**config.mk**
```make
export PLATFORM = sky130hd
export DESIGN_NAME = quad_decoder
export DESIGN_NICKNAME = d
export VERILOG_FILES = /design/src/rtl/qdec_pkg.sv /design/src/rtl/qdec_filter.sv /design/src/rtl/quad_decoder.sv
export SDC_FILE = /design/constraint.sdc
export NUM_CORES = 1
export LEC_CHECK = 0
export ABC_AREA = 1
export CAP_MARGIN = 20
export CORE_ASPECT_RATIO = 2
export CORE_MARGIN = 4
export CORE_UTILIZATION = 50
export DETAILED_ROUTE_END_ITERATION = 10
export GPL_TIMING_DRIVEN = 0
export PLACE_DENSITY_LB_ADDON = 0.08
export REMOVE_ABC_BUFFERS = 1
export SLEW_MARGIN = 10
export SYNTH_ARGS = -nofsm -noshare
export SYNTH_HDL_FRONTEND = slang
export SYNTH_SLANG_ARGS = --single-unit
export TNS_END_PERCENT = 30
```
**constraint.sdc**
```tcl
create_clock -name clk -period 1.8 [get_ports clk]
set_input_delay 0.18 -clock clk [delete_from_list [all_inputs] [get_ports clk]]
set_output_delay 0.18 -clock clk [all_outputs]
set_load 0.03 [all_outputs]
```
**src/rtl/qdec_pkg.sv**
```systemverilog
// Shared types and constants for the quadrature decoder.
// Phase codes are {A,B}; the up (CW) order is PH0 -> PH1 -> PH2 -> PH3 -> PH0.
package qdec_pkg;

  typedef enum logic {INIT, RUN} state_t;

  localparam logic [1:0] PH0 = 2'b00;
  localparam logic [1:0] PH1 = 2'b10;
  localparam logic [1:0] PH2 = 2'b11;
  localparam logic [1:0] PH3 = 2'b01;

  localparam int INIT_CYCLES = 3;

  function automatic logic [1:0] phase_up(input logic [1:0] ph);
    logic [1:0] nxt;
    case (ph)
      PH0:     nxt = PH1;
      PH1:     nxt = PH2;
      PH2:     nxt = PH3;
      default: nxt = PH0;
    endcase
    return nxt;
  endfunction

endpackage

```
**src/rtl/qdec_filter.sv**
```systemverilog
// Per-channel 2-flop synchronizer and stability filter; filt_o changes only after
// FILT_CYCLES consecutive disagreeing cycles. prime_i copies the synchronized level straight through.
module qdec_filter #(
  parameter int FILT_CYCLES = 16
) (
  input  logic clk,
  input  logic rst_n,
  input  logic din_i,
  input  logic prime_i,
  output logic sync_o,
  output logic filt_o
);

  localparam logic [7:0] CNT_MAX = 8'(FILT_CYCLES - 1);

  logic       s1_q, s2_q;
  logic       filt_q, filt_d;
  logic [7:0] cnt_q, cnt_d;

  always_comb begin
    filt_d = filt_q;
    cnt_d  = '0;
    if (prime_i) begin
      filt_d = s2_q;
    end else if (s2_q != filt_q) begin
      if (cnt_q == CNT_MAX) begin
        filt_d = s2_q;
      end else begin
        cnt_d = cnt_q + 8'd1;
      end
    end
  end

  always_ff @(posedge clk or negedge rst_n) begin
    if (!rst_n) begin
      s1_q   <= 1'b0;
      s2_q   <= 1'b0;
      filt_q <= 1'b0;
      cnt_q  <= '0;
    end else begin
      s1_q   <= din_i;
      s2_q   <= s1_q;
      filt_q <= filt_d;
      cnt_q  <= cnt_d;
    end
  end

  assign sync_o = s2_q;
  assign filt_o = filt_q;

endmodule

```
**src/rtl/quad_decoder.sv**
```systemverilog
// x4 quadrature decoder: filtered A/B -> step pulses, wrapping position, rotating one-hot LED.
// Optional index input enc_z (macro QDEC_INDEX_EN) zeroes the position on a rising edge at phase 00.
module quad_decoder
  import qdec_pkg::*;
#(
  parameter int FILT_CYCLES = 16,
  parameter int CNT_W       = 8
) (
  input  logic             clk,
  input  logic             rst_n,
  input  logic             enc_a,
  input  logic             enc_b,
  input  logic             err_clr,
`ifdef QDEC_INDEX_EN
  input  logic             enc_z,
`endif
  output logic             step_valid,
  output logic             step_dir,
  output logic [CNT_W-1:0] position,
  output logic [3:0]       led_onehot,
  output logic             err
);

  state_t           state_q, state_d;
  logic [1:0]       init_cnt_q, init_cnt_d;
  logic [1:0]       prev_q, prev_d;
  logic             step_vld_q, step_vld_d;
  logic             step_dir_q, step_dir_d;
  logic [CNT_W-1:0] pos_q, pos_d;
  logic [3:0]       led_q, led_d;
  logic             err_q, err_d;

  logic       prime;
  logic       sync_a, sync_b, filt_a, filt_b;
  logic [1:0] cur;

  assign prime = (state_q == INIT);
  assign cur   = {filt_a, filt_b};

  qdec_filter #(.FILT_CYCLES(FILT_CYCLES)) u_filt_a (
    .clk(clk), .rst_n(rst_n), .din_i(enc_a), .prime_i(prime), .sync_o(sync_a), .filt_o(filt_a)
  );

  qdec_filter #(.FILT_CYCLES(FILT_CYCLES)) u_filt_b (
    .clk(clk), .rst_n(rst_n), .din_i(enc_b), .prime_i(prime), .sync_o(sync_b), .filt_o(filt_b)
  );

`ifdef QDEC_INDEX_EN
  logic sync_z, filt_z;
  logic z_prev_q, z_prev_d;

  qdec_filter #(.FILT_CYCLES(FILT_CYCLES)) u_filt_z (
    .clk(clk), .rst_n(rst_n), .din_i(enc_z), .prime_i(prime), .sync_o(sync_z), .filt_o(filt_z)
  );
`endif

  always_comb begin
    state_d    = state_q;
    init_cnt_d = init_cnt_q;
    prev_d     = prev_q;
    step_vld_d = 1'b0;
    step_dir_d = 1'b0;
    pos_d      = pos_q;
    err_d      = err_clr ? 1'b0 : err_q;
`ifdef QDEC_INDEX_EN
    z_prev_d   = z_prev_q;
`endif
    case (state_q)
      INIT: begin
        // prev tracks the value the filters are about to load, so RUN starts with cur == prev.
        prev_d     = {sync_a, sync_b};
        init_cnt_d = init_cnt_q + 2'd1;
`ifdef QDEC_INDEX_EN
        z_prev_d   = sync_z;
`endif
        if (init_cnt_q == 2'(INIT_CYCLES - 1)) begin
          state_d = RUN;
        end
      end
      default: begin
        prev_d = cur;
        if (cur != prev_q) begin
          if (cur == phase_up(prev_q)) begin
            step_vld_d = 1'b1;
            step_dir_d = 1'b1;
            pos_d      = pos_q + CNT_W'(1);
          end else if (prev_q == phase_up(cur)) begin
            step_vld_d = 1'b1;
            pos_d      = pos_q - CNT_W'(1);
          end else begin
            err_d = 1'b1;
          end
        end
`ifdef QDEC_INDEX_EN
        z_prev_d = filt_z;
        if (filt_z && !z_prev_q && (cur == PH0)) begin
          pos_d = '0;
        end
`endif
      end
    endcase
    led_d = 4'b0001 << pos_d[1:0];
  end

  always_ff @(posedge clk or negedge rst_n) begin
    if (!rst_n) begin
      state_q    <= INIT;
      init_cnt_q <= '0;
      prev_q     <= '0;
      step_vld_q <= 1'b0;
      step_dir_q <= 1'b0;
      pos_q      <= '0;
      led_q      <= 4'b0001;
      err_q      <= 1'b0;
    end else begin
      state_q    <= state_d;
      init_cnt_q <= init_cnt_d;
      prev_q     <= prev_d;
      step_vld_q <= step_vld_d;
      step_dir_q <= step_dir_d;
      pos_q      <= pos_d;
      led_q      <= led_d;
      err_q      <= err_d;
    end
  end

`ifdef QDEC_INDEX_EN
  always_ff @(posedge clk or negedge rst_n) begin
    if (!rst_n) begin
      z_prev_q <= 1'b0;
    end else begin
      z_prev_q <= z_prev_d;
    end
  end
`endif

  assign step_valid = step_vld_q;
  assign step_dir   = step_dir_q;
  assign position   = pos_q;
  assign led_onehot = led_q;
  assign err        = err_q;

endmodule

```
==> results of run 1 <==
==> report_power, final <==
| part | total [µW] | switching [µW] | internal (µW) |
|---|---|---|---|
| clock | 720 | 305 | 415 |
| sequential | 1220 | 149 | 1070 |
| combinational | 1000 | 620 | 381 |
| total | 2940 | 1070 | 1870 |
==> per-stage QoR <==
stage	util (%)	area, µm²	hold WS, ns	TNS, ns	instances
after floorplan	-	2140	-0.116	0	273
after global placement	58.1	2400	0.335	-22.00	344
after detailed placement	58.5	2410	0.0623	0	345
after CTS	61.3	2530	0.285	0	354
after global routing	61.4	2530	0.292	0	354
final	61.4	2530	0.284	0	354
==> routing by layer <==
layer / part of all wire, % / GRT usage (%) / vias up
li1: - / - / 906
met1: 37 / 18.1 / 842
met2: 58 / 34.0 / 33
met3: 2.9 / 3.24 / 8
met4: 2.3 / 8.83 / 0
met5: 0 / 0 / -
==> cell families after synthesis <==
group / after synthesis
and+or+nand+nor: 159
DFF: 42
buffers and inverters: 37
AOI/OAI and AO/OA: 22
xor gates and xnor gates: 11
adders and majority gates: 5
==> cell type report <==
cell class	instances	area [µm²]	share of cell area [%]
sequential	42	1050	41.5
multi-input combinational	197	965	38.1
timing repair buffer	21	218	8.59
inverter	34	128	5.04
clock buffer	7	76.3	3.01
tap	52	65.1	2.57
clock inverter	1	30.0	1.19
==> Yosys cell counts <==
| master | instances |
|---|---|
| xor2_1 | 8 |
| nand2_1 | 81 |
| o21ai_0 | 15 |
| xnor2_1 | 3 |
| o21ai_1 | 3 |
| inv_2 | 4 |
| nand3_1 | 27 |
| ha_1 | 5 |
| dfstp_2 | 1 |
| clkbuf_8 | 1 |
| a21oi_1 | 3 |
| buf_2 | 2 |
| or2_2 | 1 |
| a211oi_1 | 1 |
| nor2_2 | 2 |
| nand2_2 | 6 |
| nor3_1 | 2 |
| dfrtp_1 | 41 |
| inv_1 | 30 |
| nor2_1 | 35 |
| nand2_4 | 5 |
==> path summary, 6_finish.rpt <==
kind / to / slack [ns] / cells past startpoint
max: position[0] / 0.10 / 1
min: step_valid / 0.28 / 2
max reg2reg: position[4] / 0.26 / 9
min reg2reg: u_filt_a.sync_o / 0.36 / 0
max in group asynchronous: led_onehot[0] / 0.99 / 3
min in group clk: u_filt_b.s1_q / 0.33 / 1
==> state kept, by name, summed over array words and instances (netlist names), 2 cells and up <==
signal,cells
u_filt_a.cnt_q,8
init_cnt_q,2
prev_q,2
led_onehot,4
u_filt_b.cnt_q,8
position,8
==> layout by cell type, fill, tap and decap left out <==
cell and instances:
nand3_1 27, nor2_1 35, nor3_1 2, ha_1 5
inv_1 30, inv_2 4, buf_2 1, clkbuf_1 2
a21oi_1 3, a211oi_1 1, o21ai_1 3, nand2_1 81
or2_2 1, nand2_4 5, clkbuf_8 5, dlymetal6s2s_1 1
clkdlybuf4s50_1 17, o21ai_0 15, dfstp_2 1, buf_12 1
xnor2_1 3, nand2_2 6, xor2_1 8, bufinv_16 1
nor2_2 2, dlygate4sd3_1 1, dfrtp_1 41
==> repair_timing <==
action                                 4_1_cts  5_1_grt
setup endpoints to repair                    0        1
endpoints found under the hold margin        8        0
hold buffers                                 1        0
gates resized for setup                      0        1
==> run metrics, run 1 <==
outcome finished, final reports clean; Boundary Pins 20; mapped cell area 2170 µm²; Rel. slew slack 71.5%; Die Y 101 µm; Sink Count 42; final worst slack 0.104 ns; flops & latches, synth 42; area share of fa/ha/maj cells after synthesis 2.89%; WS Path Type flop to primary output; Final Power 2940 µW; antenna violations before repair 0; CORE AREA 4130 µm²; critical path cell sequence clkdlybuf4s50_1; maximum vdd drop 0.812 mV; site row count 33; Slew Limit Fails 0; dpl hpwl 3280 µm; share of cells above drive strength 1 8.94%; all-layer global routing usage 18.3%; slowest stage delay, CP 0.73 ns; drt wl/cell 12.3 µm; worst setup path start position[0]; Syn Area/Cell 7.86 µm²; register area share after synthesis 48.5%; Synth top area share 47.3%; synth unique cells 21; LEAKAGE 0.00131 µW; worst slew pin tran 0.427 ns; CP Launch Type flop; antenna diode count 0; Clock Tree Buf Depth 2; Worst Hold Class input port to asynchronous set/reset pin; Worst-Skew Late Latency 0.28 ns; Final Skew 0.00402 ns; complex-gate fraction of the synthesized area 5.19%; Crit path required time 1.62 ns; main combinational cell family by area after synthesis simple AND/OR/NAND/NOR gates; fin nets 311; Syn Inst Count 276; largest net degree at the start of global routing 35; Die W 54.6 µm; H-tree levels 2; gpl congestion 0.797; Setup violations, final 0; DRC 0; number of global-route vias before repair 1750; pwr/cell area 1160 nW/µm²; Vias 1789; first drt pass iteration count 4; Post-Synth Simple-Gate Area 32.0%; synth warn 0; DR vias/cell 5.05; Synth area leaders dfrtp_1, nand2_1, nand3_1; CTS tree built; FF-to-FF Start position[0]; WL final 4350 µm; slowest CP cell clkdlybuf4s50_1; mux cell area share after synthesis 0%; fin crit period 1.70 ns; post-synthesis xor/xnor area fraction 4.44%; endpoints failing hold 0; first-pass GRT wire length 7350 µm; Max Cap Viol 0; cts bufs inserted 5; number of port buffers 19; Arr. time, crit path 1.52 ns; layout filler cell count 389; CP Buf/Inv Count 1; die area 5520 µm²; Post-CTS Setup Bufs 0; post-route ant nets 0; CP delay by family, top buffers and inverters; RSZ-0062 raised after global routing false; DP Worst Slack 0.277 ns; CP Capture Type primary output; area grow syn2layout 16.8%; fin crit share 94.2%; DRT iter0 DRCs 24; Root Driver clkbuf_8; critical-path maximum fanout 8; cell taking the most area after synthesis dfrtp_1; Max Fclk 590 MHz; CTS clk-pin slew, worst paths 0.08 ns; remaining global-route overflow 0; Initial Util 52.5%
Power figures use the tool's default switching activity.
==> inputs of run 2 (changes only) <==
--- a/config.mk
+++ b/config.mk
@@ -18,4 +18,3 @@
 export SYNTH_ARGS = -nofsm -noshare
 export SYNTH_HDL_FRONTEND = slang
 export SYNTH_SLANG_ARGS = --single-unit
-export TNS_END_PERCENT = 30
==> results of run 2 <==
Same layout as run 1: the final DEF is identical, and so are final timing and power.
==> inputs of run 3 (changes only) <==
--- a/config.mk
+++ b/config.mk
@@ -6,6 +6,7 @@
 export NUM_CORES = 1
 export LEC_CHECK = 0
 export ABC_AREA = 1
+export ABC_CLOCK_PERIOD_IN_PS = 1800
 export CAP_MARGIN = 20
 export CORE_ASPECT_RATIO = 2
 export CORE_MARGIN = 4
@@ -14,6 +15,7 @@
 export GPL_TIMING_DRIVEN = 0
 export PLACE_DENSITY_LB_ADDON = 0.08
 export REMOVE_ABC_BUFFERS = 1
+export SKIP_CTS_REPAIR_TIMING = 1
 export SLEW_MARGIN = 10
 export SYNTH_ARGS = -nofsm -noshare
 export SYNTH_HDL_FRONTEND = slang
==> results of run 3 <==
Same layout as run 1: the final DEF is identical, and so are final timing and power.
